### src/rtl/adc_scheduler_if.sv
// Bus between adc_scheduler, the ADC block and the paddle/game logic.
// master = scheduler side, slave = ADC/game-logic side.
interface adc_scheduler_if;
   localparam int unsigned DATA_W = 7;

   logic              enable;
   logic [DATA_W-1:0] adc_out;
   logic              adc_sampled;
   logic              adc_start;
   logic              mux_sel;
   logic [DATA_W-1:0] paddle0;
   logic [DATA_W-1:0] paddle1;
   logic [1:0]        valid;
   logic [1:0]        fault;
   logic              updated;

   modport master (
      input  enable, adc_out, adc_sampled,
      output adc_start, mux_sel, paddle0, paddle1, valid, fault, updated
   );

   modport slave (
      output enable, adc_out, adc_sampled,
      input  adc_start, mux_sel, paddle0, paddle1, valid, fault, updated
   );
endinterface

### src/rtl/adc_scheduler.sv
// Time-shares one ADC between two paddle pots: mux select, settle, restart, capture.
// Optional macro ADC_SCHED_AVG_EN: store the 2-sample running average instead of the raw sample.
module adc_scheduler #(
   parameter int unsigned SETTLE_CYCLES  = 16,
   parameter int unsigned TIMEOUT_CYCLES = 1023
) (
   input logic                clk,
   input logic                rst_n,
   adc_scheduler_if.master    bus
);
   localparam int unsigned CNT_W  = 10;
   localparam int unsigned DATA_W = 7;
   localparam logic [CNT_W-1:0] SETTLE_LAST = CNT_W'(SETTLE_CYCLES - 1);
   localparam logic [CNT_W-1:0] TIMEOUT_CNT = CNT_W'(TIMEOUT_CYCLES);

   typedef enum logic [2:0] {IDLE, SELECT, START, CONVERT, STORE} state_t;

   state_t            state;
   logic [CNT_W-1:0]  cnt;
   logic              ch;
   logic              adc_start;
   logic [DATA_W-1:0] sample;
   logic              sample_ok;
   logic [DATA_W-1:0] paddle0;
   logic [DATA_W-1:0] paddle1;
   logic [1:0]        valid;
   logic [1:0]        fault;
   logic              updated;
   logic [CNT_W-1:0]  cnt_inc;
   logic [DATA_W-1:0] store_val;

   // Saturating counter so it can never wrap inside a state
   assign cnt_inc = (cnt == '1) ? cnt : cnt + CNT_W'(1);

`ifdef ADC_SCHED_AVG_EN
   logic [DATA_W-1:0] cur_paddle;
   logic [DATA_W:0]   avg_sum;

   assign cur_paddle = ch ? paddle1 : paddle0;
   assign avg_sum    = {1'b0, cur_paddle} + {1'b0, sample};
   // First sample after reset has nothing to average with
   assign store_val  = valid[ch] ? avg_sum[DATA_W:1] : sample;
`else
   assign store_val  = sample;
`endif

   always_ff @(posedge clk or negedge rst_n) begin
      if (!rst_n) begin
         state     <= IDLE;
         cnt       <= '0;
         ch        <= 1'b0;
         adc_start <= 1'b0;
         sample    <= '0;
         sample_ok <= 1'b0;
         paddle0   <= '0;
         paddle1   <= '0;
         valid     <= 2'b00;
         fault     <= 2'b00;
         updated   <= 1'b0;
      end else begin
         adc_start <= 1'b0;
         updated   <= 1'b0;
         case (state)
            IDLE: begin
               if (bus.enable) begin
                  state <= SELECT;
                  cnt   <= '0;
               end
            end
            SELECT: begin
               if (cnt == SETTLE_LAST) begin
                  state     <= START;
                  adc_start <= 1'b1;
               end else begin
                  cnt <= cnt_inc;
               end
            end
            START: begin
               state <= CONVERT;
               cnt   <= '0;
            end
            CONVERT: begin
               if (bus.adc_sampled) begin
                  sample    <= bus.adc_out;
                  sample_ok <= 1'b1;
                  state     <= STORE;
               end else if (cnt == TIMEOUT_CNT) begin
                  fault[ch] <= 1'b1;
                  sample_ok <= 1'b0;
                  state     <= STORE;
               end else begin
                  cnt <= cnt_inc;
               end
            end
            STORE: begin
               if (sample_ok) begin
                  if (ch) paddle1 <= store_val;
                  else    paddle0 <= store_val;
                  valid[ch] <= 1'b1;
                  fault[ch] <= 1'b0;
                  updated   <= 1'b1;
               end
               // Mux moves with Updated so the next channel gets its full settle time
               ch    <= ~ch;
               cnt   <= '0;
               state <= bus.enable ? SELECT : IDLE;
            end
            default: state <= IDLE;
         endcase
      end
   end

   assign bus.adc_start = adc_start;
   assign bus.mux_sel   = ch;
   assign bus.paddle0   = paddle0;
   assign bus.paddle1   = paddle1;
   assign bus.valid     = valid;
   assign bus.fault     = fault;
   assign bus.updated   = updated;
endmodule

### src/flat_wrapper.sv
// flat-port wrapper written by rule: the top's interface ports become plain ports
module adc_scheduler_flat 
#(
   parameter int unsigned SETTLE_CYCLES  = 16,
   parameter int unsigned TIMEOUT_CYCLES = 1023
)
  (clk, rst_n, bus_enable, bus_adc_out, bus_adc_sampled, bus_adc_start, bus_mux_sel, bus_paddle0, bus_paddle1, bus_valid, bus_fault, bus_updated);
  adc_scheduler_if bus_i ();
  input logic clk;
  input logic rst_n;
  input wire logic [$bits(bus_i.enable)-1:0] bus_enable;
  input wire logic [$bits(bus_i.adc_out)-1:0] bus_adc_out;
  input wire logic [$bits(bus_i.adc_sampled)-1:0] bus_adc_sampled;
  output wire logic [$bits(bus_i.adc_start)-1:0] bus_adc_start;
  output wire logic [$bits(bus_i.mux_sel)-1:0] bus_mux_sel;
  output wire logic [$bits(bus_i.paddle0)-1:0] bus_paddle0;
  output wire logic [$bits(bus_i.paddle1)-1:0] bus_paddle1;
  output wire logic [$bits(bus_i.valid)-1:0] bus_valid;
  output wire logic [$bits(bus_i.fault)-1:0] bus_fault;
  output wire logic [$bits(bus_i.updated)-1:0] bus_updated;
  assign bus_i.enable = bus_enable;
  assign bus_i.adc_out = bus_adc_out;
  assign bus_i.adc_sampled = bus_adc_sampled;
  assign bus_adc_start = bus_i.adc_start;
  assign bus_mux_sel = bus_i.mux_sel;
  assign bus_paddle0 = bus_i.paddle0;
  assign bus_paddle1 = bus_i.paddle1;
  assign bus_valid = bus_i.valid;
  assign bus_fault = bus_i.fault;
  assign bus_updated = bus_i.updated;
  adc_scheduler #(.SETTLE_CYCLES(SETTLE_CYCLES), .TIMEOUT_CYCLES(TIMEOUT_CYCLES)) u_core (.clk(clk), .rst_n(rst_n), .bus(bus_i));
endmodule
### config.mk
export PLATFORM = sky130hd
export DESIGN_NAME = adc_scheduler_flat
export DESIGN_NICKNAME = d
export VERILOG_FILES = /design/src/rtl/adc_scheduler_if.sv /design/src/rtl/adc_scheduler.sv /design/src/flat_wrapper.sv
export SDC_FILE = /design/constraint.sdc
export NUM_CORES = 1
export LEC_CHECK = 0
export CAP_MARGIN = 20
export CORE_ASPECT_RATIO = 0.9
export CORE_MARGIN = 10
export CORE_UTILIZATION = 53
export DETAILED_ROUTE_END_ITERATION = 7
export PLACE_DENSITY = 0.79
export SYNTH_ARGS = -nofsm -noshare
export SYNTH_HDL_FRONTEND = slang
export SYNTH_SLANG_ARGS = --single-unit
### constraint.sdc
create_clock -name clk -period 2.15 [get_ports clk]
set_input_delay 0.3225 -clock clk [delete_from_list [all_inputs] [get_ports clk]]
set_output_delay 0.3225 -clock clk [all_outputs]
set_load 0.01 [all_outputs]
**Word level (Yosys, flattened, before mapping)**

Cells that the tools add are included.

- Register bits after elaboration: 42
- Bits of input ports: 11
- Word-level logic and storage cells: 71

- Add/subtract/negate cells: 1
- Magnitude comparators: 2
- Eq/ne operators: 14
- Mux-type cells: 24
- Bitwise operators: 5
- Reduce and logical (&&, ||, !) cells: 14

Operators by type and width:

| kind | count |
|---|---|
| 2-to-1 mux 10 bit | 5 |
| one-hot mux 10 bit (4 select lines) | 1 |
| one-hot mux 3 bit (5 select lines) | 1 |
| 2-to-1 mux 3 bit | 4 |
| adder 10 x 1 -> 10 bit, second input constant | 1 |
| == test 10 bit, second input constant | 1 |
| == test 10 x 4 -> 1 bit, second input constant | 1 |
| AND reduction 3 bit | 3 |
| 2-to-1 mux 1 bit | 8 |
| inequality test 2 bit, second input constant | 4 |
| == test 3 x 2 -> 1 bit, second input constant | 2 |
| 2-to-1 mux 2 bit | 3 |
| inequality test 2 x 1 -> 1 bit, second input constant | 3 |
| AND reduction 2 bit | 3 |
| AND reduction 5 bit | 1 |
| OR 2 bit | 2 |
| one-hot mux 2 bit (2 select lines) | 1 |
| AND reduction 4 bit | 1 |
| nonzero test 2 bit | 2 |
| nonzero test 4 bit | 1 |
| == test 3 x 1 -> 1 bit, second input constant | 1 |
| == test 3 bit, second input constant | 1 |
| logical NOT 3 bit | 1 |
| inequality test 3 x 2 -> 1 bit, second input constant | 1 |
| other kinds (8) | 8 |

**Logic depth before layout (Yosys ltp)**

- Word-level depth: 8
- Depth in mapped cells: 6

**Worst setup path after synthesis**

Ideal clock, no wire load.

- Path kind: register -> register
- From: register u_core.cnt[5]
- To: register u_core.cnt[1]
- Setup time: 0.126 ns
- Data arrival time: 1.761 ns
- Required time: 2.024 ns
- Setup slack: 0.263 ns
- Cell stages (with the launch flop): 6
- Period minus slack after synthesis: 1.887 ns
- Cells stage by stage: dfrtp_1 buf_6 or4_4 nor4_4 nor4_2 a221o_1

- Word-level cells in the longest chain between the ends: 5

RTL lines:

| item | line | text |
|---|---|---|
| start, declared | adc_scheduler.sv:19 | `logic [CNT_W-1:0] cnt;` |
| start signal, assigned | adc_scheduler.sv:75 | `cnt <= cnt_inc;` |
| start signal, assigned | adc_scheduler.sv:92 | `cnt <= cnt_inc;` |
| == test 10 bit | adc_scheduler.sv:33, adc_scheduler.sv:87 |  |
| 2-to-1 mux 10 bit | adc_scheduler.sv:33 | `assign cnt_inc = (cnt == '1) ? cnt : cnt + CNT_W'(1);` |
| 2-to-1 mux 10 bit | adc_scheduler.sv:87 | `end else if (cnt == TIMEOUT_CNT) begin` |
| 2-to-1 mux 10 bit | adc_scheduler.sv:83 | `if (bus.adc_sampled) begin` |
| one-hot mux 10 bit (4 select lines) | adc_scheduler.sv:63 | `case (state)` |

Parallel ways exist; a longest one is shown, timed or not. The select of a mux whose other input is x is not followed.
A chain may end at the register's enable or synchronous reset.

**Worst setup path after layout**

- From: register u_core.cnt[5]
- To: register u_core.cnt[0]

Same word-level chain as after synthesis.

==> reports/metrics.cfg <==
[floorplan]
ios = 32
dieArea_um2 = 6590
initial_core_util_pct = 56.9
core_area_um2 = 3480
die_height_um = 78.0
num_rows = 20
die_w_um = 84.4

[yosys]
netlist_instances = 173
yosysSeqAreaShare_pct = 53.1
synth_async_sr_flop_share_pct = 100
synth_edf_count = 0
synthFlopType = dfrtp_1
yosysMostFrequentCell = dfrtp_1
synth_common_cells = dfrtp_1 (42), mux2_2 (21), nand2_1 (15)
yosysWarningCount = 0
syn_nets = 185
synth.area.top_cells = dfrtp_1 (53%), mux2_2 (12%), mux2i_1 (3.0%)
ys_ff_latch = 42
synth.distinct_cells = 45
syn_area_um2 = 1980
avgSynthCellArea_um2 = 11.4
synth_top_area_share_pct = 53.1
synth_area_leader_cell = dfrtp_1

[routing]
postRouteAntennaNets = 0
dr.pass1.iters = 4
drc = 0
vias = 1562
drt_iter0_markers = 123
routed_wl_um = 4490
wl_per_cell_um = 17.3
vias_per_cell = 6.01

[cells_and_area]
design_area_um2 = 2480
syn_to_final_growth_pct = 25.3
diodes = 0
drive_above_1_share_pct = 22.2
nets = 227

[global_route]
grt_pass1_vias = 1550
grt_overflow = 0
grt_util_all_layers_pct = 13.8
antenna_found_initial = 0
grt_first_pass_wirelength_um = 7620
grt_max_degree = 29

[clock_tree]
cts_buffers = 5
worstSkewPairLatency_ns = 0.29
root_buffer = clkbuf_8
cts_hold_buf = 0
cts_tree = done
cts-resized-gates = 0
cts_setup_buffers = 0
cts_buffer_depth = 2
cts.sinks = 42
ctsHtreeMaxLevel = 2
clkTransAtPathRegs_ns = 0.08

[power_and_ir_drop]
ir_drop_v = 0.000808
pwr_density_cell_nw_per_um2 = 974
leakage_nw = 1.14
total_power_mw = 2.42

[sta]
finalSetupViolations = 0
fin_skew_ns = 0.00794
tns_ns = 0
slew_headroom_pct = 59.3
fmax_ghz = 0.512
fin_crit_sh_pct = 90.9
rsz0062_at_grt = false
timing_hold_violations_final = 0
tightestPinTransition_ns = 0.610
fin_crit_ns = 1.95
slew_viol_final = 0

[placed_design]
placed_cell_area_um2 = 2390
gp_congestion = 0.882
place_hpwl_um = 3320
port_buffers = 31

[flow_run]
max_cap_viol_count = 0

[critical_path]
path_max_fanout = 9
required_ns = 2.36
critPathKind = reg -> reg
arrival_ns = 2.16
crit_path_end_kind = flop
worst_setup_path_start_kind = flop

[status]
status = complete, no violations

[min_path]
hold_path_class = in -> async

==> final cells by class <==
class,instances,area (um2)
inverter,4,15.0
fill,262,997
multi-input combinational,120,877
clock buffer,6,82.6
tap,44,55.1
sequential,42,1050
timing repair buffer,42,388
clock inverter,2,12.5
==> logic make-up after synthesis <==
family / share of synthesized area, %
AO/OA/AOI/OAI: 7.52
XOR/XNOR: 0.442
adder cells (fa/ha/maj): 0.632
buffers and inverters: 2.65
flip-flops: 53.1
multiplexers: 15.0
AND/OR/NAND/NOR: 20.7
==> flip-flops by register name, indices dropped and copies added (netlist names), 2 cells and up, named ones only <==
| name | flops |
|---|---|
| u_core.bus.valid | 2 |
| u_core.state | 3 |
| u_core.cnt | 10 |
| u_core.bus.paddle1 | 7 |
| u_core.bus.paddle0 | 7 |
| u_core.sample | 7 |
==> placed cells by master, fill, tap and decap left out, drive strengths merged, types with 2 or more instances in the layout <==
cell | synthesis | layout
a21oi | 4 | 4
inv | 4 | 4
nor4b | 2 | 2
nand2b | 8 | 8
dfrtp | 42 | 42
clkbuf | 3 | 6
nor3 | 4 | 4
or4 | 4 | 4
mux2 | 21 | 21
nor2 | 8 | 8
mux2i | 6 | 6
nand3 | 7 | 7
nand4 | 4 | 4
nand2 | 16 | 16
nor4 | 7 | 7
buf | 4 | 12
o21ai | 5 | 5
clkdlybuf4s50 | 0 | 30
and3 | 3 | 3
==> metrics by stage <==
step / setup WS (ns) / hold WS (ns) / utilization (%) / instances
final: 0.196 / 0.0384 / 71.3 / 260
after global routing: 0.0841 / 0.0623 / 71.3 / 260
after CTS: 0.208 / 0.0477 / 71.3 / 260
after detailed placement: 0.0790 / 0.369 / 68.6 / 252
after global placement: 0.131 / 0.349 / 68.6 / 252
after floorplan: 0.263 / 0.0269 / - / 173
==> path summary, 6_finish.rpt <==
path	endpoint	startpoint	cells after the start	slack (ns)
min in group clk	u_core.bus.valid[1]	u_core.bus.valid[1]	1	0.48
min	u_core.cnt[9]	rst_n	1	0.04
max reg2reg	u_core.cnt[0]	u_core.cnt[5]	5	0.20
min reg2reg	u_core.bus.valid[1]	u_core.bus.valid[1]	1	0.48
max in group asynchronous	async pin	rst_n	2	1.55
max	u_core.cnt[0]	u_core.cnt[5]	5	0.20
==> worst max-delay path, stage by stage (launching register included) <==
cell	delay [ns]
dfrtp_1	0.48
or4_4	0.58
nor4_4	0.31
buf_4	0.21
o21ai_0	0.09
a2bb2oi_1	0.20
==> power breakdown <==
| part | leakage [nW] | switching [mW] | total, mW | internal, mW |
|---|---|---|---|---|
| Sequential | 0.560 | 0.180 | 1.15 | 0.966 |
| Combinational | 0.528 | 0.347 | 0.744 | 0.397 |
| Clock | 0.0472 | 0.268 | 0.526 | 0.258 |
| Total | 1.14 | 0.794 | 2.42 | 1.62 |
==> layer usage <==
metal,GRT usage [%],part of all wire (%),wire length (um)
met4,3.95,0.98,44
met5,0,0,0
met1,16.7,40,1800
met3,4.49,8.1,364
met2,23.1,51,2280
(Power assumes the default switching activity.)
